File: config.mk
export PLATFORM = sky130hd
export DESIGN_NAME = alu_operand_stage
export DESIGN_NICKNAME = d
export VERILOG_FILES = /design/src/rtl/alu_operand_stage.sv
export SDC_FILE = /design/constraint.sdc
export NUM_CORES = 1
export LEC_CHECK = 0
export ABC_AREA = 1
export BUFFER_PORTS_ARGS = -buffer_cell sky130_fd_sc_hd__clkbuf_2
export CORE_AREA = 2 2 214 216
export DETAILED_ROUTE_END_ITERATION = 16
export DIE_AREA = 0 0 216 218
export PLACE_DENSITY = 0.54
export SLEW_MARGIN = 40
export SYNTH_ARGS = -nofsm -noshare
export SYNTH_HDL_FRONTEND = slang
export SYNTH_SLANG_ARGS = --single-unit
File: constraint.sdc
create_clock -name clk -period 1.7 [get_ports clk]
set_clock_uncertainty 0.05 [all_clocks]
set_input_delay 0.34 -clock clk [delete_from_list [all_inputs] [get_ports clk]]
set_output_delay 0.34 -clock clk [all_outputs]
set_load 0.02 [all_outputs]
File: src/rtl/alu_operand_stage.sv
// -----------------------------------------------------------------------------
// alu_operand_stage
//
// Purpose:
//   Selects the ALU operands A and B, with EX/MEM and MEM/WB forwarding and an
//   immediate select. The selected operands are held in a one-entry registered
//   stage. The stage has a valid/ready handshake, flush and backpressure. It
//   sits between the ID/EX pipeline register and the ALU. It also supplies the
//   forwarded Rm value as store data for STUR-class instructions.
//
// Handshake:
//   A transfer happens on a rising edge when valid && ready are both high.
//   Upstream:   accept = in_valid && in_ready && !flush.
//               in_ready = !out_valid || out_ready. It never looks at in_valid.
//   Downstream: the entry is consumed when out_valid && out_ready.
//   While out_valid && !out_ready, every output holds its value.
//   flush drops the held entry and the current input on the next edge.
//
// Optional feature (macro ALU_OPND_HWSHIFT_EN):
//   When the macro is defined and alusrc=1, op_b = imm << (16*imm_hw),
//   truncated to DATA_W. This is the MOVZ/MOVK-style operand. When the macro
//   is undefined, imm_hw is ignored.
//
// Ports:
//   clk, reset_n                  clock, asynchronous active-low reset
//   in_valid / in_ready           upstream handshake
//   flush                         discard the held entry and the current input
//   alusrc                        0: B = forwarded Rm, 1: B = immediate
//   rn_idx, rm_idx                source register indices
//   rn_data, rm_data              register-file values
//   imm, imm_hw                   sign-extended immediate, halfword shift field
//   exmem_wr/rd/data              EX/MEM forwarding source
//   memwb_wr/rd/data              MEM/WB forwarding source
//   out_valid / out_ready         downstream handshake
//   op_a, op_b, store_data        registered operands
//   fwd_a, fwd_b                  registered source select:
//                                 0 regfile, 1 MEM/WB, 2 EX/MEM
// -----------------------------------------------------------------------------
module alu_operand_stage #(
    parameter int DATA_W = 64,
    parameter int REG_AW = 5,
    parameter int ZR_IDX = 31
) (
    input  logic              clk,
    input  logic              reset_n,
    input  logic              in_valid,
    output logic              in_ready,
    input  logic              flush,
    input  logic              alusrc,
    input  logic [REG_AW-1:0] rn_idx,
    input  logic [REG_AW-1:0] rm_idx,
    input  logic [DATA_W-1:0] rn_data,
    input  logic [DATA_W-1:0] rm_data,
    input  logic [DATA_W-1:0] imm,
    input  logic [1:0]        imm_hw,
    input  logic              exmem_wr,
    input  logic [REG_AW-1:0] exmem_rd,
    input  logic [DATA_W-1:0] exmem_data,
    input  logic              memwb_wr,
    input  logic [REG_AW-1:0] memwb_rd,
    input  logic [DATA_W-1:0] memwb_data,
    output logic              out_valid,
    input  logic              out_ready,
    output logic [DATA_W-1:0] op_a,
    output logic [DATA_W-1:0] op_b,
    output logic [DATA_W-1:0] store_data,
    output logic [1:0]        fwd_a,
    output logic [1:0]        fwd_b
);

    localparam logic [REG_AW-1:0] ZR = REG_AW'(ZR_IDX);
    localparam logic [1:0] SRC_RF    = 2'd0;
    localparam logic [1:0] SRC_MEMWB = 2'd1;
    localparam logic [1:0] SRC_EXMEM = 2'd2;

    logic              r_valid;
    logic [DATA_W-1:0] r_op_a;
    logic [DATA_W-1:0] r_op_b;
    logic [DATA_W-1:0] r_store;
    logic [1:0]        r_fwd_a;
    logic [1:0]        r_fwd_b;

    logic              w_accept;
    logic [1:0]        w_sel_a;
    logic [1:0]        w_sel_b;
    logic [DATA_W-1:0] w_a;
    logic [DATA_W-1:0] w_rm;
    logic [DATA_W-1:0] w_imm_op;
    logic [DATA_W-1:0] w_b;

    // Forwarding for operand A. EX/MEM is the younger producer, so it wins
    // over MEM/WB. The zero register is never forwarded, because upstream
    // already drives its register-file value as 0.
    always_comb begin
        w_sel_a = SRC_RF;
        w_a     = rn_data;
        if (rn_idx != ZR) begin
            if (exmem_wr && (exmem_rd == rn_idx)) begin
                w_sel_a = SRC_EXMEM;
                w_a     = exmem_data;
            end else if (memwb_wr && (memwb_rd == rn_idx)) begin
                w_sel_a = SRC_MEMWB;
                w_a     = memwb_data;
            end
        end
    end

    // Forwarding for Rm. It uses the same rules as operand A.
    always_comb begin
        w_sel_b = SRC_RF;
        w_rm    = rm_data;
        if (rm_idx != ZR) begin
            if (exmem_wr && (exmem_rd == rm_idx)) begin
                w_sel_b = SRC_EXMEM;
                w_rm    = exmem_data;
            end else if (memwb_wr && (memwb_rd == rm_idx)) begin
                w_sel_b = SRC_MEMWB;
                w_rm    = memwb_data;
            end
        end
    end

`ifdef ALU_OPND_HWSHIFT_EN
    // The shift amount is 0, 16, 32 or 48. Bits shifted past DATA_W are
    // dropped, so imm_hw=3 with a narrow DATA_W yields 0.
    logic [5:0] w_shamt;
    assign w_shamt  = {imm_hw, 4'b0000};
    assign w_imm_op = imm << w_shamt;
`else
    // imm_hw has no use in this build. It is folded into a sink so the
    // input stays part of the port list.
    logic w_unused_imm_hw;
    assign w_unused_imm_hw = ^imm_hw;
    assign w_imm_op        = imm;
`endif

    assign w_b      = alusrc ? w_imm_op : w_rm;

    assign in_ready = !r_valid || out_ready;
    assign w_accept = in_valid && in_ready && !flush;

    always_ff @(posedge clk or negedge reset_n) begin
        if (!reset_n) begin
            r_valid <= 1'b0;
            r_op_a  <= '0;
            r_op_b  <= '0;
            r_store <= '0;
            r_fwd_a <= SRC_RF;
            r_fwd_b <= SRC_RF;
        end else begin
            if (w_accept) begin
                r_valid <= 1'b1;
                r_op_a  <= w_a;
                r_op_b  <= w_b;
                r_store <= w_rm;
                r_fwd_a <= w_sel_a;
                r_fwd_b <= w_sel_b;
            end else if (flush || out_ready) begin
                // The entry is flushed, or it is consumed with nothing new
                // behind it. The data registers keep their last value.
                r_valid <= 1'b0;
            end
        end
    end

    assign out_valid  = r_valid;
    assign op_a       = r_op_a;
    assign op_b       = r_op_b;
    assign store_data = r_store;
    assign fwd_a      = r_fwd_a;
    assign fwd_b      = r_fwd_b;

endmodule

==> results of run 1 <==
==> kinds of logic (layout without fill, tap and decap cells) <==
group	after synthesis	in the layout	share of synthesized area (%)
simple gates	1414	1414	44.2
compound gates	145	145	5.89
flops	197	197	38.5
buf+inv	363	919	11.3
other cells	0	3	0
xor+xnor	1	1	0.0685
==> layer usage <==
layer / GRT usage, % / wire length [microns] / share of wire (%) / vias to the layer above
met3: 6.49 / 4210 / 7.4 / 103
met1: 28.7 / 23600 / 42 / 7036
met4: 9.63 / 1800 / 3.2 / 10
met5: 0 / 67 / 0.12 / -
met2: 40.5 / 27000 / 48 / 540
li1: - / - / - / 7488
==> power by group <==
group,switching [mW],internal (mW),total (mW)
registers,0.479,5.45,5.92
logic,2.99,1.65,4.64
clock network,2.03,2.70,4.73
==> flip-flops by register name, indices dropped and copies added, names as in the netlist <==
signal and cells:
store_data 64, out_valid 1, fwd_b 2, fwd_a 2
op_a 64, op_b 64
==> cells in the final DEF, fill, tap and decap left out, types with 4 or more instances in the layout <==
cell,netlist,routed
nand2_1,921,920
nand3b_1,15,15
bufinv_16,0,5
clkbuf_2,0,543
or2_1,5,5
nand3_1,148,147
o21ai_1,19,19
nand3_4,1,4
inv_2,10,9
a21oi_2,1,11
o21ai_0,41,40
dfrtp_1,197,197
or2_0,10,10
a31oi_1,15,15
clkbuf_16,0,20
buf_4,2,62
nor2_2,4,5
inv_1,226,224
buf_12,0,38
a21oi_1,67,56
nor2_1,299,295
==> critical path: cells and delay by family (launching register included) <==
kind | cells | cell delay [ps]
buf+inv | 3 | 260
flops | 1 | 380
simple gates | 1 | 100
==> cell usage after synthesis, drive strengths merged <==
cell    count
nand3     151
nand4       1
o21ai      60
dfrtp     197
clkbuf     74
xor2        1
a21oi      68
inv       236
nand2     924
nor3        5
buf        53
o31ai       2
a31oi      15
or2        15
nand3b     15
nor2      303
==> how the worst max path moves through the flow <==
stage | startpoint | endpoint | slack [ps] | cells past startpoint
after CTS | out_valid | in_ready | -7 | 4
after global routing | out_valid | in_ready | -20 | 4
after detailed placement | rn_idx[4] | op_a[1] | -370 | 12
final | out_valid | in_ready | 60 | 4
after global placement | rn_idx[4] | op_a[1] | -380 | 12
after floorplan | out_valid | store_data[56] | 80 | 7
==> through the flow <==
stage	setup WS (ps)	cell area [sq um]	std cells
global placement	-376	17100	3243
detailed placement	-368	17100	3243
floorplan	80.7	12800	2120
CTS	-7.25	17700	3274
finish	56.7	17900	3279
global route	-18.2	17900	3277
==> timing repair <==
action / CTS / global route
gates cloned: 0 / 3
setup endpoints to repair: 1 / 31
resized for setup: 2 / 26
endpoints found under the hold margin: 29 / 0
hold buffers: 2 / 0
==> area by class of cell <==
| cell class | instances | area (sq um) | share of cell area [%] |
|---|---|---|---|
| inverters | 236 | 897 | 5.01 |
| multi-input cells | 1560 | 6540 | 36.5 |
| clock buffers | 20 | 467 | 2.61 |
| repair buffers | 654 | 4140 | 23.1 |
| clock inverters | 9 | 176 | 0.985 |
| flip-flops and latches | 197 | 4930 | 27.5 |
| diodes | 3 | 7.51 | 0.0419 |
| well taps | 600 | 751 | 4.19 |
==> impl_results.md, run 1 <==
- Final wirelength: 56,600 microns
- Post-synth top area share: around two fifths
- Hold WS: 48.0 ps
- Critical path's largest stage delay: 380 ps
- Drt wl/cell: about 17 microns
- Final Slew Violations: 0
- P&R area growth vs syn: 40.0%
- GRT overflow: 0
- Final core utilization: between 30% and 40%
- Worst Tran Pin Value: roughly 400 ps
- CTS H-Tree Depth: 4
- Hold violation count in the final report: 0
- Initial antenna violation count: 7
- Yosys top cell by area: dfrtp_1
- Max Freq: 609 MHz
- Cells after synthesis: between 2,000 and 2,500
- GPL Wtd Cong: between 0.9 and 1
- Hold depth: 3
- Max clock buf depth: 2
- Top post-synthesis cells by area: dfrtp_1 39%, nand2_1 27%, nor2_1 8.8%
- Postcts setup bufs: 0
- Reg2reg end: op_a[62]
- PwrDens: between 800 and 900 nW/um^2
- Worst Path Required: between 1000 and 1500 ps
- Post-synthesis cell type count: 28
- Share of cells above drive strength 1: 27.1%
- CP Cell Sequence: inv_2, nor2_4, inv_1, clkbuf_2
- DR DRC count: 0
- Syn. warnings: 0
- Mean Syn Cell Area: roughly 6.0 sq um
- Synthesized flop and latch total: roughly 200
- Clock Pin Slew Worst Setup and Hold Paths: 80 ps
- Die Height: around 220 microns
- Initial DRT Pass Iterations: 5
- Final setup vio count: 0
- Vias: about 15,000
- Reg-to-Reg Start: out_valid
- Setup CP Type: reg -> out
- Initial Util: between 20% and 30%
- Peak supply drop: between 500 and 600 uV
- Min Tclk post-route: about 1600 ps
- DIE WIDTH: between 200 and 250 microns
- GR Util All Layers: a little under a quarter
- Initial DRC Count: 1,105
- Later-pin clock latency in the skew report: 500 ps
- Total power: between 15 and 20 mW
- Fill cells: roughly 5,000
- Root Driver: clkbuf_16
- Vias in the first global route: between 15,000 and 20,000
- Synthesized net count: 2,470
- Crit Path Max Fanout: 2
- LEAKAGE: 10.8 nW
- Die ar.: between 40,000 and 50,000 sq um
- Synthesized area: between 10,000 and 15,000 sq um
- Num CTS Buffers: 17
- Max-cap viol count: 0
- CP Capture Type: primary output
- Hold path endpoint: out_valid
- Largest net degree at the start of global routing: 51
- IO buf count: roughly 550
- Status: complete, no violations
- Min-Delay Path Class: in -> reg
- Min-delay src: in_valid
- RSZ-0062 raised after global routing: true
- I/O pins: ~550
- Row count: a little under 80
- R2R depth: 10
- R2r setup slk: ~90 ps
- Crit path DAT: 1250 ps
- First-pass GRT wire length: about 86,000 microns
- Placeable Area: roughly 45,000 sq um
- Crit path launch type: register
- Nets: 3,016
- Max-Slew Margin vs Limit: between 70% and 80%
- Antenna Nets Post-Route: 0
- Final TNS setup: 0 ps
- Sink Count: slightly below 200
- Final Cycle Share: a little over nine tenths
- CTS tree: yes
- Routed vias/inst: 4.63
- Slowest cell on crit path: dfrtp_1
- Hpwl dp: 43,500 microns
- Seq/Total Area, Yosys: approximately two fifths
Note: power is estimated with default switching activity, not from simulation.
==> run 2, diff against run 1 <==
- CORE_AREA: 2 2 214 216 -> 2 2 212 214
- CTS_BUF_LIST: unset -> sky130_fd_sc_hd__clkbuf_2 sky130_fd_sc_hd__clkbuf_4 sky130_fd_sc_hd__clkbuf_8
- DIE_AREA: 0 0 216 218 -> 0 0 214 216
==> impl_results.md, run 2 (synthesis results as in run 1) <==
- Final setup vio count: 3 (+3)
- Max Freq: 582 MHz (-4.4%)
- GRT overflow: 0 (unchanged)
- DIE WIDTH: 214 microns (-0.93%)
- Crit path launch type: register
- Failing checks: negative setup slack
- Initial antenna violation count: 3 (-4)
- Status: finished with violations
- Most used cell, CP: buf_12
- Nets: 3,191 (+5.8%)
- Pre-CTS WS: -528 ps (-159 ps)
- Sink Count: 197 (unchanged)
- GPL Wtd Cong: 0.896 (-1.2%)
- Largest net degree at the start of global routing: 58 (+14%)
- IO buf count: 545 (unchanged)
- P&R area growth vs syn: 52.3%
- Clock Pin Slew Worst Setup and Hold Paths: 120 ps (+40 ps)
- Max-Slew Margin vs Limit: 59.4% (-14 points)
- Final Slew Violations: 0 (unchanged)
- R2R depth: 9 (-1)
- Hpwl dp: 42,200 microns (-2.9%)
- Slowest cell on crit path: dfrtp_1
- Vias in the first global route: 16,000 (+5.8%)
- Final setup margin: -19.6 ps (-76.3 ps)
- Share of cells above drive strength 1: 26.0% (-1.1 points)
- CP Cell Sequence: inv_2, nor2_4, buf_4, nor3_4, buf_12, inv_8, buf_12, buf_12, o31ai_2
- Routed vias/inst: 4.66 (+0.60%)
- Setup CP Type: reg -> reg
- RSZ-0062 raised after global routing: true
- CTS H-Tree Depth: 4 (unchanged)
- Hold WS: 61.2 ps (+13.2 ps)
- GR Util All Layers: 24.8% (+0.90 points)
- Crit Path Max Fanout: 28 (+26)
- Initial Util: 29.2% (+0.69 points)
- CTS tree: yes
- Worst Path Required: 2160 ps (+850 ps)
- Antenna Nets Post-Route: 0 (unchanged)
- Later-pin clock latency in the skew report: 590 ps (+90 ps)
- Initial DRC Count: 941 (-15%)
- Delay-heaviest family, CP: buffers and inverters
- DR DRC count: 0 (unchanged)
- Total power: 14.5 mW (-5.3%)
- Critical path's largest stage delay: 410 ps (+30 ps)
- Vias: 16,100 (+5.8%)
- Final wirelength: 58,000 microns (+2.3%)
- Worst Tran Pin Value: 609 ps (+211 ps)
- Hold depth: 5 (+2)
- Min Tclk post-route: 1720 ps (+76.3 ps)
- Instance count on the critical path: 9 (+5)
- Most common cell after layout, fill and taps aside: nand2_1
- Die ar.: 46,200 sq um (-1.8%)
- Peak supply drop: 526 uV (-8.1%)
- Min-Delay Path Class: in -> reg
- Max clock buf depth: 2 (unchanged)
- LEAKAGE: 11.4 nW (+5.7%)
- Root Driver: clkbuf_8
- Placeable Area: 43,800 sq um (-2.4%)
- Final Cycle Share: 101% (+4.5 points)
- Most frequent cells in the layout: 920 x nand2_1, 542 x clkbuf_2, 288 x nor2_1, 223 x inv_1, 197 x dfrtp_1
- PwrDens: 743 nW/um^2 (-13%)
- Max-cap viol count: 0 (unchanged)
- I/O pins: 548 (unchanged)
- Initial DRT Pass Iterations: 5 (unchanged)
- Die Height: 216 microns (-0.92%)
- Crit path DAT: 2180 ps (+930 ps)
- First-pass GRT wire length: 88,800 microns (+3.1%)
- Num CTS Buffers: 17 (unchanged)
- Row count: 77 (-1.3%)
- CP Capture Type: register
- Worst Path Buf+Inv: 6 (+3)
- Drt wl/cell: 16.8 microns (-2.7%)
- Hold violation count in the final report: 0 (unchanged)
[run 2: changes by cell type in the layout (fill, tap and decap cells not counted), sizes merged]
| cell | before | now |
|---|---|---|
| clkbuf | 566 | 562 |
| inv | 235 | 239 |
| clkinvlp | 1 | 3 |
| bufinv | 5 | 3 |
| dlygate4sd3 | 2 | 178 |
| diode | 3 | 4 |
| buf | 106 | 107 |
| clkinv | 4 | 5 |
[run 2: per-stage QoR]
step / instances / util (%) / instance area [sq um] / setup TNS, ps
global placement: 3231 / 38.9 / 17000 / -41770
finish: 3450 / 44.4 / 19500 / -26.3
CTS: 3443 / 44.0 / 19300 / -149
detailed placement: 3231 / 38.9 / 17000 / -45060
global route: 3448 / 44.4 / 19500 / -1880
floorplan: 2120 / - / 12800 / 0
[run 2: worst reg2reg max path, cell delays in order (launching register included)]
cell	delay, ps
dfrtp_1	410
inv_2	70
nor2_4	40
buf_4	130
nor3_4	140
buf_12	150
inv_8	60
buf_12	170
buf_12	190
o31ai_2	230
[run 2: worst paths after layout]
kind | endpoint | start | slack [ps]
worst max-delay path | fwd_b[1] | out_valid | -20
worst min-delay path | store_data[31] | rm_data[31] | 60
worst max register to register | fwd_b[1] | out_valid | -20
worst min register to register | op_b[0] | op_b[0] | 440
max in group asynchronous | store_data[56] | reset_n | 750
min in group asynchronous | op_a[58] | reset_n | 250
[run 2: what timing repair did]
| item | CTS | global route |
|---|---|---|
| pin swaps | 1 | 3 |
| endpoints found under the hold margin | 216 | 0 |
| setup buffers | 2 | 1 |
| resized for setup | 11 | 38 |
| hold buffers | 178 | 0 |
| endpoints found under the setup margin | 2 | 68 |
| cloned | 0 | 2 |
[run 2: power by group]
group / total, mW / switching (mW) / internal, mW
Combinational: 4.98 / 3.06 / 1.92
Clock: 3.59 / 2.08 / 1.51
Sequential: 5.92 / 0.477 / 5.44
Total: 14.5 / 5.62 / 8.86
[run 2: cell type report]
cell class              instances  area, sq um
diodes                          4         10.0
clock buffers                  18          248
clock inverters                14          174
fillers                      4583        24400
inverters                     236          897
multi-input cells            1560         6580
flip-flops and latches        197         4930
well taps                     592          741
repair buffers                829         5910
[run 2: per-layer routing]
| layer | global-route usage [%] | wire [microns] | vias up |
|---|---|---|---|
| li1 | - | - | 7832 |
| met1 | 29.7 | 24000 | 7499 |
| met2 | 42.5 | 28000 | 633 |
| met3 | 6.20 | 4120 | 100 |
| met4 | 9.84 | 1840 | 0 |
| met5 | 0 | 0 | - |
==> run 3, diff against run 2 <==
- HOLD_SLACK_MARGIN: unset -> 0.08
==> impl_results.md, run 3 (synthesis results as in run 1) <==
- Hpwl dp: 42,200 microns (unchanged)
- CTS tree: yes
- Crit path DAT: 1320 ps (-860 ps)
- Max clock buf depth: 2 (unchanged)
- Routed vias/inst: 4.68 (+0.41%)
- Final setup margin: -5.43 ps (+14.2 ps)
- Hold path endpoint: op_a[29]
- Most common cell after layout, fill and taps aside: nand2_1
- Placeable Area: 43,800 sq um (unchanged)
- Final Cycle Share: 100% (-0.84 points)
- Min Tclk post-route: 1710 ps (-14.2 ps)
- Final setup vio count: 2 (-1)
- Failing checks: negative setup slack
- Setup CP Type: reg -> out
- Min-Delay Path Class: in -> reg
- Hold violation count in the final report: 0 (unchanged)
- Sink Count: 197 (unchanged)
- Crit path launch type: register
- Most frequent cells in the layout: 921 x nand2_1, 542 x clkbuf_2, 319 x dlygate4sd3_1, 278 x nor2_1, 223 x inv_1
- IO buf count: 545 (unchanged)
- Die Height: 216 microns (unchanged)
- Min-delay src: exmem_data[29]
- Hold WS: 149 ps (+87.4 ps)
- Initial Util: 29.2% (unchanged)
- First-pass GRT wire length: 92,200 microns (+3.8%)
- Drt wl/cell: 17.0 microns (+1.1%)
- GPL Wtd Cong: 0.896 (unchanged)
- Hold depth: 6 (+1)
- Max Freq: 586 MHz (+0.83%)
- Largest net degree at the start of global routing: 58 (unchanged)
- Final TNS setup: -7.95 ps (+18.3 ps)
- Final wirelength: 61,300 microns (+5.8%)
- DIE WIDTH: 214 microns (unchanged)
- P&R area growth vs syn: 66.1%
- Die ar.: 46,200 sq um (unchanged)
- CTS H-Tree Depth: 4 (unchanged)
- Peak supply drop: 537 uV (+2.2%)
- GR Util All Layers: 25.5% (+0.77 points)
- LEAKAGE: 12.1 nW (+6.6%)
- Status: finished with violations
- Crit Path Max Fanout: 2 (-93%)
- Final Non-Filler Cells: 3,610 (+4.6%)
- CP Capture Type: primary output
- Initial DRT Pass Iterations: 5 (unchanged)
- Final Slew Violations: 0 (unchanged)
- Fill cells: 4,347 (-5.1%)
- Worst Path Required: 1310 ps (-850 ps)
- PwrDens: 702 nW/um^2 (-5.6%)
- Final core utilization: 48.5% (+4.0 points)
- R2R depth: 9 (unchanged)
- Later-pin clock latency in the skew report: 590 ps (about the same)
- Dpl cells: 3,231 (unchanged)
- Vias in the first global route: 17,100 (+7.0%)
- Vias: 16,900 (+5.1%)
- Worst Tran Pin Value: 611 ps (+2.14 ps)
- DR DRC count: 0 (unchanged)
- Share of cells above drive strength 1: 25.6% (-0.35 points)
- Nets: 3,351 (+5.0%)
- Initial antenna violation count: 3 (unchanged)
- Antenna Nets Post-Route: 0 (unchanged)
- Reg2reg end: fwd_b[1]
- Reg-to-Reg Start: out_valid
- Clock Pin Slew Worst Setup and Hold Paths: 110 ps (about the same)
- GRT overflow: 0 (unchanged)
- Num CTS Buffers: 17 (unchanged)
- Initial DRC Count: 1,046 (+11%)
- Root Driver: clkbuf_8
- Row count: 77 (unchanged)
- R2r setup slk: 0 ps (+20 ps)
- Max-cap viol count: 0 (unchanged)
- Max-Slew Margin vs Limit: 59.3% (-0.14 points)
- I/O pins: 548 (unchanged)
- RSZ-0062 raised after global routing: true
## run 3: cell types whose count changed in the layout (fill, tap and decap cells not counted), sizes merged
cell,before,now
dlygate4sd3,178,319
clkbuf,562,569
buf,107,119
## run 3: critical path, cell delays in order, from the launching register on
cell     delay [ps]
dfrtp_1         380
inv_2            50
nor2_4          120
inv_2            60
buf_8           120
## run 3: stage by stage
stage / total power [mW] / setup WS (ps) / cell area [sq um]
after floorplan: 8.35 / 80.7 / 12800
after global placement: 10.5 / -463 / 17000
after detailed placement: 10.6 / -528 / 17000
after CTS: 14.9 / -65.6 / 20700
after global routing: 15.7 / -75.4 / 21200
final: 14.9 / -5.43 / 21200
## run 3: report_power, final
part / total, mW / leakage (nW) / switching [mW] / internal, mW
combinational: 5.40 / 9.53 / 3.20 / 2.20
sequential: 5.93 / 2.41 / 0.484 / 5.44
clock: 3.59 / 0.208 / 2.08 / 1.51
total: 14.9 / 12.1 / 5.76 / 9.15
## run 3: layer usage
metal  vias to the layer above  track usage, %  part of all wire [%]  wire length [microns]
met5                         -               0                     0                      0
met4                         0            12.5                   4.1                   2510
met3                       150            5.88                   6.3                   3890
met2                       754            43.7                    48                  29400
met1                      7829            30.1                    42                  25500
li1                       8145               -                     -                      -
## run 3: cell type report
| type | instances | area (sq um) | share of cell area (%) |
|---|---|---|---|
| Clock inverter | 14 | 174 | 0.819 |
| Antenna cell | 4 | 10.0 | 0.0471 |
| Inverter | 236 | 902 | 4.25 |
| Timing Repair Buffer | 989 | 7610 | 35.8 |
| Multi-Input combinational cell | 1560 | 6630 | 31.2 |
| Tap cell | 592 | 741 | 3.49 |
| Clock buffer | 18 | 248 | 1.17 |
| Sequential cell | 197 | 4930 | 23.2 |
## run 3: timing repair
item / 4_1_cts / 5_1_grt
setup endpoints to repair: 2 / 76
hold buffers: 319 / 0
cloned: 0 / 9
buffers inserted: 2 / 13
hold endpoints to repair: 390 / 0
pin swaps: 1 / 3
resized for setup: 11 / 68
## run 3: worst max-delay path by stage
stage	from	to	slack, ps	depth (start not counted)
6_report	out_valid	in_ready	-5	4
2_1_floorplan	out_valid	store_data[56]	80	7
3_3_place_gp	rn_idx[2]	op_a[52]	-460	11
5_1_grt	out_valid	fwd_b[1]	-80	9
3_5_place_dp	rn_idx[2]	op_a[52]	-530	11
4_1_cts	out_valid	in_ready	-70	4
